[src/rtl/mac_pkg.sv]
// Shared types and constants for the MAC sequencer.
// Widths, default term limit and controller states.
package mac_pkg;

   localparam int DATA_W        = 8;
   localparam int SUM_W         = 16;
   localparam int MAX_TERMS_DEF = 16;
   localparam int CNT_W_DEF     = 5;

   typedef enum logic [1:0] {
      ST_IDLE  = 2'd0,
      ST_ACCUM = 2'd1,
      ST_FLUSH = 2'd2
   } state_e;

endpackage

[src/rtl/mac_out_reg.sv]
// Output holding register for completed sums.
// A load in the same cycle as a drain keeps valid high.
module mac_out_reg
   import mac_pkg::*;
#(
   parameter int CNT_W = CNT_W_DEF
) (
   input  logic             clk,
   input  logic             reset,
   input  logic             load_i,
   input  logic [SUM_W-1:0] sum_i,
   input  logic [CNT_W-1:0] terms_i,
   input  logic             trunc_i,
   input  logic             ready_i,
   output logic             valid_o,
   output logic [SUM_W-1:0] sum_o,
   output logic [CNT_W-1:0] terms_o,
   output logic             trunc_o
);

   logic             valid_q;
   logic [SUM_W-1:0] sum_q;
   logic [CNT_W-1:0] terms_q;
   logic             trunc_q;

   // Capture on load; otherwise drop valid once the consumer takes it.
   always_ff @(posedge clk or posedge reset) begin
      if (reset) begin
         valid_q <= 1'b0;
         sum_q   <= '0;
         terms_q <= '0;
         trunc_q <= 1'b0;
      end else if (load_i) begin
         valid_q <= 1'b1;
         sum_q   <= sum_i;
         terms_q <= terms_i;
         trunc_q <= trunc_i;
      end else if (ready_i) begin
         valid_q <= 1'b0;
      end
   end

   assign valid_o = valid_q;
   assign sum_o   = sum_q;
   assign terms_o = terms_q;
   assign trunc_o = trunc_q;

endmodule

[src/rtl/mac_sequencer.sv]
// Term-stream controller in front of the product-sum MAC.
// Gates operands, closes sums and flushes on abort.
module mac_sequencer
   import mac_pkg::*;
#(
   parameter int MAX_TERMS = MAX_TERMS_DEF,
   parameter int CNT_W     = CNT_W_DEF
) (
   input  logic              clk,
   input  logic              reset,
   input  logic              in_valid,
   output logic              in_ready,
   input  logic [DATA_W-1:0] in_ai,
   input  logic [DATA_W-1:0] in_xi,
   input  logic              in_last,
   input  logic              abort,
   output logic [DATA_W-1:0] mac_ai,
   output logic [DATA_W-1:0] mac_xi,
   output logic              mac_last_input,
   input  logic [SUM_W-1:0]  mac_result,
   output logic              out_valid,
   input  logic              out_ready,
   output logic [SUM_W-1:0]  out_sum,
   output logic [CNT_W-1:0]  out_terms,
   output logic              out_trunc,
   output logic              busy
);

   localparam logic [CNT_W-1:0] LAST_CNT = CNT_W'(MAX_TERMS - 1);

   state_e           state_q, state_d;
   logic [CNT_W-1:0] cnt_q, cnt_d;
   logic             accept;
   logic             close;

   // Abort and a full, undrained output both block new terms.
   assign in_ready = (state_q != ST_FLUSH) && !abort
                   && (!out_valid || out_ready);
   assign accept   = in_valid && in_ready;
   assign close    = accept && (in_last || cnt_q == LAST_CNT);

   // Idle cycles feed a zero product so the accumulator holds.
   assign mac_ai         = accept ? in_ai : '0;
   assign mac_xi         = accept ? in_xi : '0;
   assign mac_last_input = close || (state_q == ST_FLUSH);
   assign busy           = (state_q != ST_IDLE);

   // State and term counter registers.
   always_ff @(posedge clk or posedge reset) begin
      if (reset) begin
         state_q <= ST_IDLE;
         cnt_q   <= '0;
      end else begin
         state_q <= state_d;
         cnt_q   <= cnt_d;
      end
   end

   // Next state: flush after abort, close on last or limit.
   always_comb begin
      state_d = state_q;
      cnt_d   = cnt_q;
      unique case (state_q)
         ST_FLUSH: begin
            state_d = ST_IDLE;
            cnt_d   = '0;
         end
         ST_ACCUM: begin
            if (abort) begin
               state_d = ST_FLUSH;
            end else if (close) begin
               state_d = ST_IDLE;
               cnt_d   = '0;
            end else if (accept) begin
               cnt_d   = cnt_q + CNT_W'(1);
            end
         end
         default: begin
            if (close) begin
               state_d = ST_IDLE;
               cnt_d   = '0;
            end else if (accept) begin
               state_d = ST_ACCUM;
               cnt_d   = cnt_q + CNT_W'(1);
            end
         end
      endcase
   end

   mac_out_reg #(
      .CNT_W (CNT_W)
   ) u_out (
      .clk     (clk),
      .reset   (reset),
      .load_i  (close),
      .sum_i   (mac_result),
      .terms_i (cnt_q + CNT_W'(1)),
      .trunc_i (!in_last),
      .ready_i (out_ready),
      .valid_o (out_valid),
      .sum_o   (out_sum),
      .terms_o (out_terms),
      .trunc_o (out_trunc)
   );

endmodule

[config.mk]
export PLATFORM = sky130hd
export DESIGN_NAME = mac_sequencer
export DESIGN_NICKNAME = d
export VERILOG_FILES = /design/src/rtl/mac_pkg.sv /design/src/rtl/mac_out_reg.sv /design/src/rtl/mac_sequencer.sv
export SDC_FILE = /design/constraint.sdc
export NUM_CORES = 1
export LEC_CHECK = 0
export ABC_AREA = 0
export BUFFER_PORTS_ARGS = -buffer_cell sky130_fd_sc_hd__buf_2
export CORE_UTILIZATION = 47
export CTS_CLUSTER_DIAMETER = 150
export CTS_CLUSTER_SIZE = 20
export DETAILED_ROUTE_END_ITERATION = 8
export PLACE_DENSITY = 0.84
export SLEW_MARGIN = 15
export SYNTH_ARGS = -nofsm -noshare
export SYNTH_HDL_FRONTEND = slang
export SYNTH_SLANG_ARGS = --single-unit
[constraint.sdc]
create_clock -name clk -period 4.2 [get_ports clk]
set_input_delay 0.21 -clock clk [delete_from_list [all_inputs] [get_ports clk]]
set_output_delay 0.21 -clock clk [all_outputs]
set_load 0.005 [all_outputs]
# [Word-level counts from Yosys, hierarchy flattened]
# Cells that the tools add are included.
[op_classes] addsub=1 eq_ne=6 n_reduce_logical=14 mux=13
[ops] operator="$mux 8" n=2
[ops] operator="$mux 5" n=3
[ops] operator="$pmux 5 s2" n=1
[ops] operator="$mux 2" n=4
[ops] operator="$add 5x1->5 const B" n=1
[ops] operator="$eq 5x4->1 const B" n=1
[ops] operator="$logic_and 1x1->1" n=4
[ops] operator="$ne 2x2->1 const B" n=2
[ops] operator="$pmux 2 s2" n=1
[ops] operator="$reduce_bool 2->1" n=2
[ops] operator="$reduce_bool 4->1" n=1
[ops] operator="$logic_not 1->1" n=3
[ops] operator="$logic_or 1x1->1" n=3
[ops] operator="$ne 3x3->1 const B" n=1
[ops] operator="$eq 2x1->1 const B" n=1
[ops] operator="$eq 2x2->1 const B" n=1
[ops] operator="$mux 1" n=2
[ops] operator="$reduce_and 2->1" n=1
[word_totals] elab_cells=40 ff_bits=30

# [Logic depth before layout (Yosys ltp)]
[logic_depth] ltp_word=8 ltp_mapped=9 depth_no_buf=7

# [Cells and area by module]
# From an unflattened synthesis, not the netlist that was laid out.
[hier_totals] cells_unflattened=130 area_unflattened_um2=1525.2
[modules_own_cells] module="mac_out_reg" cells_each=50 instances=1 area_each_um2=860.8 seq_area_each_um2=575.6
[modules_own_cells] module="mac_sequencer" cells_each=80 instances=1 area_each_um2=664.4 seq_area_each_um2=175.2

# [Worst setup path before layout]
# OpenSTA, ideal clock, no wires.
[synth_timing] kind="flip-flop to flip-flop" from="register cnt_q[0]" to="register cnt_q[4]" required_time_ns=4.108 path_slack_ns=2.215 path_buffers=1 period_less_slack_ns=1.985 setup_ns=0.092 t_arrival_ns=1.894 path_stages_with_launch=9 path_cell_list="dfrtp_1 ha_1 and3_1 ha_1 nor2_1 nor4_4 buf_6 or2_1 o31ai_2"
[synth_between] elab_chain_cells=6 word_cells_on_any_way=8 cone_classes="1 x add/sub; 1 x eq/ne; 4 x mux; 2 x reduce/logical"
[synth_lines] item="start: declaration" line_no="mac_sequencer.sv:32" rtl="logic [CNT_W-1:0] cnt_q, cnt_d;"
[synth_lines] item="start signal: assignment" line_no="mac_sequencer.sv:55" rtl="cnt_q <= cnt_d;"
[synth_lines] item="branches (longest 3 deep; another with $add 5x1->5)"
[synth_lines] item="$mux 5 *" line_no="mac_sequencer.sv:79" rtl="if (close) begin"
[synth_lines] item="$mux 5" line_no="mac_sequencer.sv:69" rtl="if (abort) begin"
[synth_lines] item="$pmux 5 s2 *" line_no="mac_sequencer.sv:63" rtl="unique case (state_q)"
# Mark *: on every way between the ends. The select of a mux whose other input is x is not followed.
# A chain may end at the register's enable or synchronous reset.

# [Final worst setup path]
[layout_timing] from="register cnt_q[0]" to="output port mac_last_input"
[layout_between] elab_chain_cells=4
[layout_lines] item="$eq 5x4->1" line_no="mac_sequencer.sv:40" rtl="assign close = accept && (in_last || cnt_q == LAST_CNT);"
[layout_lines] item="$logic_or 1x1->1" line_no="mac_sequencer.sv:40"
[layout_lines] item="$logic_and 1x1->1" line_no="mac_sequencer.sv:40"
[layout_lines] item="$logic_or 1x1->1" line_no="mac_sequencer.sv:45" rtl="assign mac_last_input = close || (state_q == ST_FLUSH);"
[layout_lines] item="end: declaration" line_no="mac_sequencer.sv:19" rtl="output logic mac_last_input,"
# Every way passes these cells.

==> implementation parameters <==
Parameter                              Value

Logic synthesis
  Sequential fraction of the synthesis area ... just over 50%
  Number of storage elements in the synthesis netlist ... 30
  Post-Synthesis Net Count ... between 150 and 200
  Mean instance size in the synthesized netlist ... 12.2 µm²
  Yosys top cell area share ... around 52%
  Distinct cell type count of the synthesized netlist ... 32
  Biggest area contributors in the synthesized netlist ... sky130_fd_sc_hd__dfrtp_1, sky130_fd_sc_hd__mux2_2, sky130_fd_sc_hd__and2_1
  Area of the mapped netlist ... between 1000 and 1500 µm²
  Warning count from the yosys run ... 0
  Synthesized netlist cell count ... between 100 and 150
  Cell taking the most area after synthesis ... sky130_fd_sc_hd__dfrtp_1

CTS
  Cell at the root of the clock tree ... sky130_fd_sc_hd__clkbuf_4
  # clock sinks ... 30
  Number of levels in the clock H-tree ... 2
  Buffer depth of the longest clock path ... 2
  Register clock-pin slew on the reported worst setup and hold paths ... 90 ps
  CTS tree ... yes
  Source-to-sink clock delay at the later pin of the worst-skew pair ... about 320 ps
  Number of instances resized during post-cts repair ... 0
  Num CTS Buffers ... 5
  Count of buffers added by post-CTS timing repair for setup ... 0
  Hold-fix buffers, CTS ... 0

Place
  Gp weighted congestion ... roughly 0.84
  Post-DP HPWL ... 2330 µm
  Number of cells in the design after placement ... 225
  Number of port buffers ... ~80
  Total cell area at the placement stage ... about 1900 µm²

Layout
  Most frequent standard cell in the layout excluding fill and tap cells ... sky130_fd_sc_hd__buf_2
  Final Instance Count excl. Fillers ... 234
  Filler cells ... approximately 220
  Antenna diode count ... 0
  Net count reported at finish ... about 250
  Total area of multi-input combinational cells ... about 640 µm²
  Layout area overhead ... 34.0%
  Layout cell share with drive strength beyond 1 ... between 50 and 60%
  Register Area ... 751 µm²
  Commonest cells after routing, fill and taps aside ... sky130_fd_sc_hd__buf_2, sky130_fd_sc_hd__dfrtp_1, sky130_fd_sc_hd__mux2_2
  Final design area excluding fillers ... slightly below 2000 µm²

Floorplanning
  Row cnt ... 19
  Placeable core region ... between 2000 and 3000 µm²
  Chip width ... 57.5 µm
  Die Area ... around 3300 µm²
  Overall die height ... about 58 µm
  Starting utilization of the core area ... 51.2%
  Top Ports ... 80

Global route
  Overall track demand over capacity in global routing ... 19.8%
  Antenna violations before repair ... 0
  Via count of the first global-routing pass ... about 1,100
  First-pass GRT wire length ... 4910 µm
  Overflow after GRT ... 0
  Pin count of the biggest net entering global routing ... 31

Detailed routing
  Via-per-instance ratio ... ~5.2
  Antenna Nets Post-Route ... 0
  Drt initial violations ... between 40 and 50
  Average wire length per cell after detail routing ... around 13 µm
  Routed wire length ... between 3000 and 4000 µm
  Remaining routing DRC violations ... 8
  Detailed-routing iteration count for the pre-antenna-repair pass ... 6
  Overall via count from detail_route ... approximately 1,200

Worst setup path
  Crit Path Max Fanout ... 17
  Nature of the critical path startpoint ... register
  Crit Path Class ... register to output pin
  Kind of end point of the critical path ... output pin
  Worst endpoint required time ... 3990 ps
  Data arrival at the endpoint of the critical path ... ~2600 ps

STA
  Max-slew violations ... 0
  Setup violation total in the final timing report ... 0
  Final critical-path required period ... between 2000 and 3000 ps
  Total negative slack for setup checks ... 0 ps
  Skew final ... approximately 7.6 ps
  Maximum clock frequency ... 0.363 GHz
  Headroom to the max-slew limit ... about two fifths
  Number of hold violations in the final report ... 0
  Portion of the clock cycle consumed by the worst path in the final layout ... 65.7%
  RSZ-0062 raised after global routing ... no
  Least-Margin Pin Slew ... approximately 920 ps

Run status
  Failing checks ... DRC
  Run status ... complete, but fails checks

Power
  LEAKAGE ... 1.03 nW
  Peak supply drop ... ~0.33 mV
  Power per Cell Area ... approximately 500 nW/µm²

Flow run
  Max-cap violations ... 0

Min path
  Worst Hold Class ... input pin to register
==> state kept, by name, summed over array words and instances, names as in the netlist <==
name,cells
u_out.terms_o,5
cnt_q,5
u_out.sum_o,16
u_out.valid_o,1
state_q,2
u_out.trunc_o,1
==> per-layer routing <==
metal | share of wire, % | wire length, µm | track usage [%]
met1 | 40 | 1220 | 24.3
met4 | 1.2 | 38 | 6.62
met5 | 0 | 0 | 0
met2 | 49 | 1510 | 32.7
met3 | 9.6 | 295 | 6.80
==> Yosys cell counts (all sizes together) <==
cell type   n
a21o        1
xnor2       2
mux2       18
nand2b      3
nand3       1
ha          5
a31o        1
and2       16
clkbuf      2
nor2        4
o32ai       1
nand4b      1
a21oi       6
nor4        3
buf         3
o21ai       2
inv         5
nand2       5
nor3        2
nor2b       1
and3        1
o31ai       1
a32o        1
or2         2
a211oi      1
a2bb2oi     1
dfrtp      30
==> layout make-up <==
cell class	instances	share of cell area [%]
flip-flops and latches	30	38.7
multi-input cells	79	33.1
repair buffers	81	21.3
clock buffers	8	4.06
well taps	31	2.00
inverters	5	0.966
==> worst max-delay path: stages (launching register included) <==
cell	delay (ps)
sky130_fd_sc_hd__dfrtp_1	410
sky130_fd_sc_hd__ha_1	250
sky130_fd_sc_hd__and3_1	180
sky130_fd_sc_hd__ha_1	190
sky130_fd_sc_hd__nor2_1	100
sky130_fd_sc_hd__nor4_4	690
sky130_fd_sc_hd__or2_1	260
sky130_fd_sc_hd__buf_2	140
==> path summary, 6_finish.rpt <==
check | start | to | slack [ps] | cells past startpoint
setup / recovery | cnt_q[0] | mac_last_input | 1440 | 7
hold / removal | in_last | u_out.trunc_o | 90 | 2
setup reg to reg | cnt_q[0] | u_out.sum_o[13] | 1560 | 7
hold reg to reg | cnt_q[4] | cnt_q[4] | 500 | 2
max in group asynchronous | reset | u_out.sum_o[15] | 3310 | 3
min in group asynchronous | reset | u_out.sum_o[9] | 490 | 3
==> report_power, final <==
group	internal [W]	total, W	switching, W
logic	0.000186	0.000339	0.000152
registers	0.000389	0.000449	0.0000593
clock network	0.000114	0.000210	0.0000960
total	0.000690	0.000997	0.000307
==> cells by family after synthesis <==
kind of cell / share of synthesized area, %
flip-flops: 51.8
XOR/XNOR: 1.21
buffers and inverters: 3.89
adder cells (fa/ha/maj): 4.32
AO/OA/AOI/OAI: 7.17
AND/OR/NAND/NOR: 17.6
multiplexers: 14.0
==> per-stage QoR <==
stage	setup WS, ps	util, %	hold WS, ps	power [W]
6_report	1440	68.6	85.6	0.000997
5_1_grt	1210	68.6	69.2	0.00107
4_1_cts	1370	68.3	77.2	0.00101
3_5_place_dp	1510	65.5	426	0.000794
3_3_place_gp	1700	65.5	426	0.000775
2_1_floorplan	2210	-	296	0.000639
Note: power is estimated with default switching activity, not from simulation.
